===== src/rtl/accel_run_ctrl.sv =====
// Run-control and status block for the DNN accelerator core: sequences a pass across
// NUM_ENGINE engines, times it, stretches the engine reset and serves a PS read window.
// Build option: ACCEL_RUN_CTRL_DBG_EN maps the debug counter words into the read window.
//
// state | meaning
// IDLE  | waiting for enable with soft reset low
// RUN   | engines enabled, collecting sticky done flags
// DRAIN | all engines done, waiting DRAIN_CYCLES clocks for pipelines to empty
// DONE  | run finished, timer frozen, waiting for enable to drop
module accel_run_ctrl #(
    parameter int unsigned NUM_ENGINE   = 2,
    parameter int unsigned REG_WIDTH    = 32,
    parameter int unsigned NUM_DBG      = 13,
    parameter int unsigned DRAIN_CYCLES = 3,
    parameter logic [REG_WIDTH-1:0] BASE_ADDR = REG_WIDTH'(32'hF0000000)
) (
    input  logic                         clk,
    input  logic                         rst_n,
    input  logic [REG_WIDTH-1:0]         i_conf_ctrl,
    input  logic [NUM_ENGINE-1:0]        i_engine_done,
    input  logic [NUM_DBG*REG_WIDTH-1:0] i_dbg,
    output logic                         o_engine_enb,
    output logic                         o_rst_engine,
    output logic                         o_irq,
    output logic [REG_WIDTH-1:0]         o_conf_status,
    input  logic [REG_WIDTH-1:0]         ps_addr,
    input  logic                         ps_rden,
    output logic [REG_WIDTH-1:0]         ps_rdat,
    output logic                         ps_rvld
);

    localparam logic [1:0] S_IDLE  = 2'd0;
    localparam logic [1:0] S_RUN   = 2'd1;
    localparam logic [1:0] S_DRAIN = 2'd2;
    localparam logic [1:0] S_DONE  = 2'd3;

    localparam int unsigned WW = REG_WIDTH - 2;
    localparam logic [3:0] DRAIN_LOAD = (DRAIN_CYCLES == 0) ? 4'd0 : 4'(DRAIN_CYCLES - 1);

    logic                  enable;
    logic                  soft_rst;
    logic [1:0]            state_q, state_d;
    logic [REG_WIDTH-1:0]  timer_q, timer_d, timer_inc;
    logic [NUM_ENGINE-1:0] sticky_q, sticky_d;
    logic                  sat_q, sat_d;
    logic [3:0]            drain_q, drain_d;
    logic                  irq_q, irq_d;
    logic                  enb_q;
    logic                  soft_q;
    logic                  rst_eng_q;
    logic [31:0]           status_w32;
    logic [REG_WIDTH-1:0]  status_w;
    logic [REG_WIDTH-1:0]  rd_off;
    logic [WW-1:0]         rd_word;
    logic                  rd_hit;
    logic [REG_WIDTH-1:0]  rd_data;
    logic                  rvld_q;
    logic [REG_WIDTH-1:0]  rdat_q;
    logic                  unused_rd;

    assign enable    = i_conf_ctrl[0];
    assign soft_rst  = i_conf_ctrl[1];
    assign timer_inc = (timer_q == '1) ? timer_q : timer_q + 1'b1;

    always_comb begin
        state_d  = state_q;
        timer_d  = timer_q;
        sticky_d = sticky_q;
        sat_d    = sat_q;
        drain_d  = drain_q;
        irq_d    = 1'b0;
        if (soft_rst) begin
            state_d  = S_IDLE;
            timer_d  = '0;
            sticky_d = '0;
            sat_d    = 1'b0;
            drain_d  = '0;
        end else begin
            case (state_q)
                S_IDLE: begin
                    if (enable) begin
                        state_d  = S_RUN;
                        timer_d  = '0;
                        sticky_d = '0;
                    end
                end
                S_RUN: begin
                    timer_d  = timer_inc;
                    sat_d    = sat_q | (timer_inc == '1);
                    sticky_d = sticky_q | i_engine_done;
                    if (&sticky_d) begin
                        if (DRAIN_CYCLES == 0) begin
                            state_d = S_DONE;
                            irq_d   = 1'b1;
                        end else begin
                            state_d = S_DRAIN;
                            drain_d = DRAIN_LOAD;
                        end
                    end
                end
                S_DRAIN: begin
                    timer_d = timer_inc;
                    sat_d   = sat_q | (timer_inc == '1);
                    if (drain_q == 4'd0) begin
                        state_d = S_DONE;
                        irq_d   = 1'b1;
                    end else begin
                        drain_d = drain_q - 4'd1;
                    end
                end
                S_DONE: begin
                    if (!enable) state_d = S_IDLE;
                end
                default: state_d = S_IDLE;
            endcase
        end
    end

    // Status word is assembled at 32 bits and then fitted to the bus width.
    assign status_w32 = {6'b0, rst_eng_q, sat_q, 6'b0, state_q, 16'(sticky_q)};

    generate
        if (REG_WIDTH >= 32) begin : g_status_wide
            assign status_w = REG_WIDTH'(status_w32);
        end else begin : g_status_narrow
            assign status_w = status_w32[REG_WIDTH-1:0];
        end
    endgenerate

    // Offset wraps for addresses below the base, so they fall out of the window.
    assign rd_off  = ps_addr - BASE_ADDR;
    assign rd_word = rd_off[REG_WIDTH-1:2];

    always_comb begin
        rd_hit  = 1'b0;
        rd_data = '0;
        if (rd_word == WW'(0)) begin
            rd_hit  = 1'b1;
            rd_data = timer_q;
        end else if (rd_word == WW'(1)) begin
            rd_hit  = 1'b1;
            rd_data = status_w;
        end
`ifdef ACCEL_RUN_CTRL_DBG_EN
        else begin
            for (int i = 0; i < int'(NUM_DBG); i++) begin
                if (rd_word == WW'(i + 2)) begin
                    rd_hit  = 1'b1;
                    rd_data = i_dbg[i*REG_WIDTH +: REG_WIDTH];
                end
            end
        end
`endif
    end

`ifdef ACCEL_RUN_CTRL_DBG_EN
    assign unused_rd = ^rd_off[1:0];
`else
    assign unused_rd = ^{rd_off[1:0], i_dbg};
`endif

    always_ff @(posedge clk or negedge rst_n) begin
        if (!rst_n) begin
            state_q   <= S_IDLE;
            timer_q   <= '0;
            sticky_q  <= '0;
            sat_q     <= 1'b0;
            drain_q   <= '0;
            irq_q     <= 1'b0;
            enb_q     <= 1'b0;
            soft_q    <= 1'b0;
            rst_eng_q <= 1'b1;
            rvld_q    <= 1'b0;
            rdat_q    <= '0;
        end else begin
            state_q   <= state_d;
            timer_q   <= timer_d;
            sticky_q  <= sticky_d;
            sat_q     <= sat_d;
            drain_q   <= drain_d;
            irq_q     <= irq_d;
            enb_q     <= (state_d == S_RUN);
            soft_q    <= soft_rst;
            // Registered copy of soft reset stretches the engine reset by one clock.
            rst_eng_q <= soft_rst | soft_q;
            rvld_q    <= ps_rden & rd_hit;
            rdat_q    <= (ps_rden & rd_hit) ? rd_data : '0;
        end
    end

    assign o_engine_enb  = enb_q;
    assign o_rst_engine  = rst_eng_q;
    assign o_irq         = irq_q;
    assign o_conf_status = status_w;
    assign ps_rdat       = rdat_q;
    assign ps_rvld       = rvld_q;

endmodule


===== config.mk =====
export PLATFORM = sky130hd
export DESIGN_NAME = accel_run_ctrl
export DESIGN_NICKNAME = d
export VERILOG_FILES = /design/src/rtl/accel_run_ctrl.sv
export SDC_FILE = /design/constraint.sdc
export NUM_CORES = 1
export LEC_CHECK = 0
export BUFFER_PORTS_ARGS = -buffer_cell sky130_fd_sc_hd__buf_2
export CAP_MARGIN = 40
export CORE_AREA = 2 2 216 218
export DETAILED_ROUTE_END_ITERATION = 12
export DIE_AREA = 0 0 218 220
export SETUP_SLACK_MARGIN = 0.4
export SLEW_MARGIN = 25
export SYNTH_ARGS = -nofsm -noshare
export SYNTH_HDL_FRONTEND = slang
export SYNTH_SLANG_ARGS = --single-unit

===== constraint.sdc =====
create_clock -name clk -period 2.15 [get_ports clk]
set_input_delay 0.215 -clock clk [delete_from_list [all_inputs] [get_ports clk]]
set_output_delay 0.215 -clock clk [all_outputs]
set_load 0.1 [all_outputs]

* After elaboration in Yosys (flattened, before gate mapping)
Index checks and enable logic that the tools add are counted.
** Word-level totals
- Bits in registers :: 78
- Bits of input ports :: 485
** Cells by class
- Add/subtract/negate cells :: 3
- Equality and inequality tests :: 10
- Muxes and demuxes :: 27
- Bitwise logic cells :: 4
- Reductions and logical operators :: 12
** Operators with widths (number)
- 2-to-1 mux 32 bit :: 5
- == test 32 bit (second input constant) :: 2
- case mux 32 bit (2 select lines) :: 1
- adder 32 x 1 -> 32 bit (second input constant) :: 1
- subtractor 32 bit (second input constant) :: 1
- == test 30 x 1 -> 1 bit (second input constant) :: 1
- logical NOT 30 bit :: 1
- 2-to-1 mux 26 bit :: 1
- 2-to-1 mux 2 bit :: 7
- 2-to-1 mux 4 bit :: 3
- != test 3 bit (second input constant) :: 3
- nonzero test 3 bit :: 3
- case mux 2 bit (4 select lines) :: 1
- case mux 4 bit (2 select lines) :: 1
- 2-to-1 mux 1 bit :: 7
- AND reduction 2 bit :: 3
- == test 2 x 1 -> 1 bit (second input constant) :: 2
- == test 2 bit (second input constant) :: 2
- logical NOT 4 bit :: 1
- case mux 2 bit (2 select lines) :: 1
- subtractor 4 x 1 -> 4 bit (second input constant) :: 1
- AND reduction 3 bit :: 1
- logical NOT 2 bit :: 1
- bitwise OR 1 bit :: 2
- other kinds (4) :: 4

* Logic depth before layout (Yosys ltp)
- Word-level depth :: 6
- Depth in mapped cells :: 10
- Gate-level depth less buffers :: 9

* Worst setup path after synthesis
OpenSTA, ideal clock, no wires.
- Kind :: flip-flop to flip-flop
- From :: register state_q[0]
- To :: register sat_q
- Library setup time :: 0.066 ns
- Arrival :: 2.516 ns
- Data required time :: 2.084 ns
- Path slack :: -0.432 ns
- Cell stages (with the launch flop) :: 10
- Buffers on the path :: 0
- Period minus slack after synthesis :: 2.582 ns
- Cells stage by stage :: dfrtp_1 inv_1 ha_1 nand4b_1 nor4_1 o21ai_0 nor4_1 o2111ai_1 nor4_1 a41o_1
** On the way
- Longest elaborated chain between the ends :: 3
- Elaborated cells on any way between the ends :: 4
- Those cells by class :: eq/ne (2); reduce/logical (2)
** Ends and longest elaborated chain
- start: declaration :: line 42 : logic [1:0] state_q, state_d;
- start signal: assignment :: line 176 : state_q <= state_d;
- == test 2 bit or == test 2 x 1 -> 1 bit (tied branches) :: line 79 : case (state_q)
- OR reduction 2 bit (no source line) (*)
- nonzero test 2 bit (no source line) (*)
- end signal: assignment :: line 179 : sat_q <= sat_d;
- end: declaration :: line 45 : logic sat_q, sat_d;
Mark *: on every way between the ends. The rest lies on a longest branch, timed or not.
A chain may end at the register's enable or synchronous reset.

* Final worst setup path
- From :: register timer_q[5]
- To :: register sat_q
** On the way
- Longest elaborated chain between the ends :: 6
- Elaborated cells on any way between the ends :: 7
- Those cells by class :: add/sub (1); eq/ne (2); mux (3); bitwise (1)
** Ends and longest elaborated chain
- start: declaration :: line 43 : logic [REG_WIDTH-1:0] timer_q, timer_d, timer_inc;
- start signal: assignment :: line 177 : timer_q <= timer_d;
- adder 32 x 1 -> 32 bit or == test 32 bit (tied branches) :: line 63 : assign timer_inc = (timer_q == '1) ? timer_q : timer_q + 1'b1;
- 2-to-1 mux 32 bit (*) :: line 63
- == test 32 bit (*) :: line 89, 103
- bitwise OR 1 bit (*) :: line 89, 103
- 2-to-1 mux 1 bit (*)
- 2-to-1 mux 1 bit (*) :: line 72 : if (soft_rst) begin
Mark *: on every way between the ends. The rest lies on a longest branch, timed or not. The select of a mux whose other input is x is not followed.

==> impl_results.md <==
* Critical path's largest stage delay at 0.41 ns
* Met2 usage at between 10% and 20%
* Clk_skew at 0.00719 ns
* GR Overflow Total at 0
* Synthesized area at 0.00442 mm2
* Area growth, synth to finish at 72.9%
* Worst-path fanout max at 4
* CP Capture Type: flop
* Setup crit start kind: flop
* Initial antenna violation count at 1
* CP max-delay cell: dfrtp_1
* Placer Congestion at 0.830
* Register area share after synthesis at between 40% and 50%
* Required @ worst endpoint at 2.38 ns
* Async SR Flop Fraction at 100%
* Global route hottest layer: met2
* Worst setup margin at -0.116 ns
* Site Rows at 79
* Final setup vio count at 4
* Die H at 220 um
* Pin count of the biggest net entering global routing at 44
* Final TNS setup at -0.259 ns
* Ports at 553
* Top cell type by total area after synthesis: dfrtp_1
* Cell count after synthesis at 480
* Port bufs at 78
* Crit path cell chain: nand4_1, buf_6, nor4_4, nand4_1, a311oi_2, buf_4, xnor2_2, a31oi_2, a41o_1
* DRT antenna net count at 0
* Routing usage on met1 at 8.29%
* Die width at approximately 220 um
* H-tree depth at 3
* Clk slew on worst S/H paths at 0.06 ns
* HPWL Detailed at 10.6 mm
* Ys flop type: dfrtp_1
* Final Max Slew Viols at 0
* Post-Syn Area per Cell at 9.22 um2
* M3 GR Usage at 1.60%
* Failing checks: negative setup slack
* DRT iter0 DRCs at between 200 and 300
* PD cells at 707 mW/mm2
* Inserted Clock Buffers at 9
* Via Count at about 4,600
* Crit path DAT at around 2.5 ns
* Final period utilization at 105%
* Area contributors post-synth: dfrtp_1 (44%), o21ai_0 (6.6%), buf_4 (4.9%), and2_1 (4.2%), nand2_1 (3.7%)
* Reported max-cap violation count at 0
* CTS tree: done
* Worst min path class: in -> reg
* Max clock buf depth at 2
* Top-count cell post-synth: dfrtp_1
* ANT cells at 0
* Crit path kind: reg -> reg
* Post-synth top area share at between 40 and 50%
* Synth unique cells at 67
* Root buf cell: clkbuf_16
* Drt pass-1 iters at 5
* Number of global-route vias before repair at 4,243
* Die Area at 0.0480 mm2
* Total power at roughly 5400 uW
* Leak at ~0.0034 uW
* Core area at roughly 0.046 mm2
* Post-DR vias/cell at 3.54
* Fillers at 5,080
* Synth cell count leaders: dfrtp_1 (77), o21ai_0 (58), nand2_1 (44), nor2_1 (31), and2_1 (30)
* Hold Fails Final Rpt at 0
* DRC viols at 0
* Starting Density at 9.65%
* Minimum clock period at between 2 and 2.5 ns
* WL final at 16.7 mm
* Clock sinks at 78
* WL/cell at about 13 um
* Count of state elements after synthesis at 78
* RSZ-0062 raised after global routing: true
* First-pass GRT wire length at 23.8 mm
* Peak VDD IR at 0.434 mV
* Status: finished, violations left
* Total track usage at 6.43%
* Layout cells sized above 1 at a little over half
* Most used cell, CP: nand4_1
* Placement Setup Slack at -0.217 ns
* Number of synthesized flops with an enable pin at 0
* Yosys warns at 0
* Clock Latency Late Sink at 0.34 ns
* Fmax at 441 MHz
* NumNets Final at 1,186
-- through the flow --
step	instances	area [um2]	utilization, %	hold WS (ns)
floorplan	505	4730	-	-0.0806
global placement	1231	6220	13.6	0.200
detailed placement	1231	6220	13.6	0.209
CTS	1284	7260	15.8	0.191
global route	1306	7650	16.7	0.209
finish	1306	7650	16.7	0.197
-- sequential cells by signal, summed over array words and instances (netlist names), 2 cells and up --
signal	count
drain_q	4
ps_rdat	32
timer_q	32
sticky_q	2
state_q	2
-- cell type report --
| type | instances | area (um2) | share of cell area [%] |
|---|---|---|---|
| Multi-Input combinational cell | 368 | 2760 | 36.0 |
| Sequential cell | 78 | 1970 | 25.7 |
| Timing Repair Buffer | 229 | 1830 | 23.9 |
| Tap cell | 607 | 759 | 9.93 |
| Clock buffer | 9 | 225 | 2.94 |
| Clock inverter | 7 | 65.1 | 0.851 |
| Inverter | 7 | 43.8 | 0.573 |
| Timing Repair inverter | 1 | 7.51 | 0.0982 |
-- logic make-up after synthesis --
group | synth area share (%)
other | 0.0848
and+or+nand+nor | 26.0
adders and majority gates | 1.98
DFF | 44.1
buffers and inverters | 8.51
muxes | 1.61
AOI/OAI and AO/OA | 16.0
xor gates and xnor gates | 1.58
-- final timing paths --
kind                                  start            to  slack, ns  cells after the start
max                              timer_q[5]         sat_q      -0.12                      9
min                        i_engine_done[0]   sticky_q[0]       0.20                      3
max reg2reg                      timer_q[5]         sat_q      -0.12                      9
min reg2reg                          soft_q  o_rst_engine       0.44                      1
max in group asynchronous             rst_n    state_q[1]       1.11                      3
min in group asynchronous             rst_n   ps_rdat[18]       0.39                      2
-- worst max-delay path, delay by kind of cell (launching register included) --
| family | cells | cell delay [ns] |
|---|---|---|
| AND/OR/NAND/NOR | 3 | 0.69 |
| flip-flops | 1 | 0.41 |
| buffers and inverters | 2 | 0.34 |
| XOR/XNOR | 1 | 0.13 |
| AO/OA/AOI/OAI | 3 | 0.58 |
-- routing by layer --
metal	wire length [um]	part of all wire, %
met1	7050	42
met2	8110	48
met3	970	5.8
met4	590	3.5
met5	19	0.11
-- power breakdown --
part	total (uW)	switching, uW	internal (uW)
Sequential	1600	59.3	1540
Combinational	2290	1360	933
Clock	1520	707	810
-- repair_timing --
action	in CTS	in global routing
pin swaps	46	33
gates resized for setup	127	56
endpoints found under the hold margin	34	0
setup endpoints to repair	36	37
setup buffers	33	22
gates cloned	3	0
hold buffers	1	0
-- cells in the final DEF, fill, tap and decap left out, types with 4 or more instances in the layout --
cell type	netlist	layout
a21oi_1	20	7
a21oi_2	0	12
a31oi_1	8	6
and2_1	30	27
and2_2	4	4
and3_1	7	4
and3_4	1	7
and4_4	0	4
buf_12	0	7
buf_2	5	76
buf_4	29	100
buf_6	4	41
clkbuf_16	0	9
conb_1	1	26
dfrtp_1	77	71
dfrtp_2	0	4
ha_4	0	5
inv_6	0	4
mux2i_1	6	6
nand2_1	44	37
nand2_2	2	5
nand2_4	0	4
nand2b_1	5	5
nand3_1	13	9
nand3_2	2	5
nand4_1	14	14
nor2_1	31	25
nor4_1	12	6
nor4_2	2	4
nor4_4	1	5
o21ai_0	58	10
o21ai_1	0	38
o21ai_2	0	9
xor2_1	6	6
(Power assumes the default switching activity.)
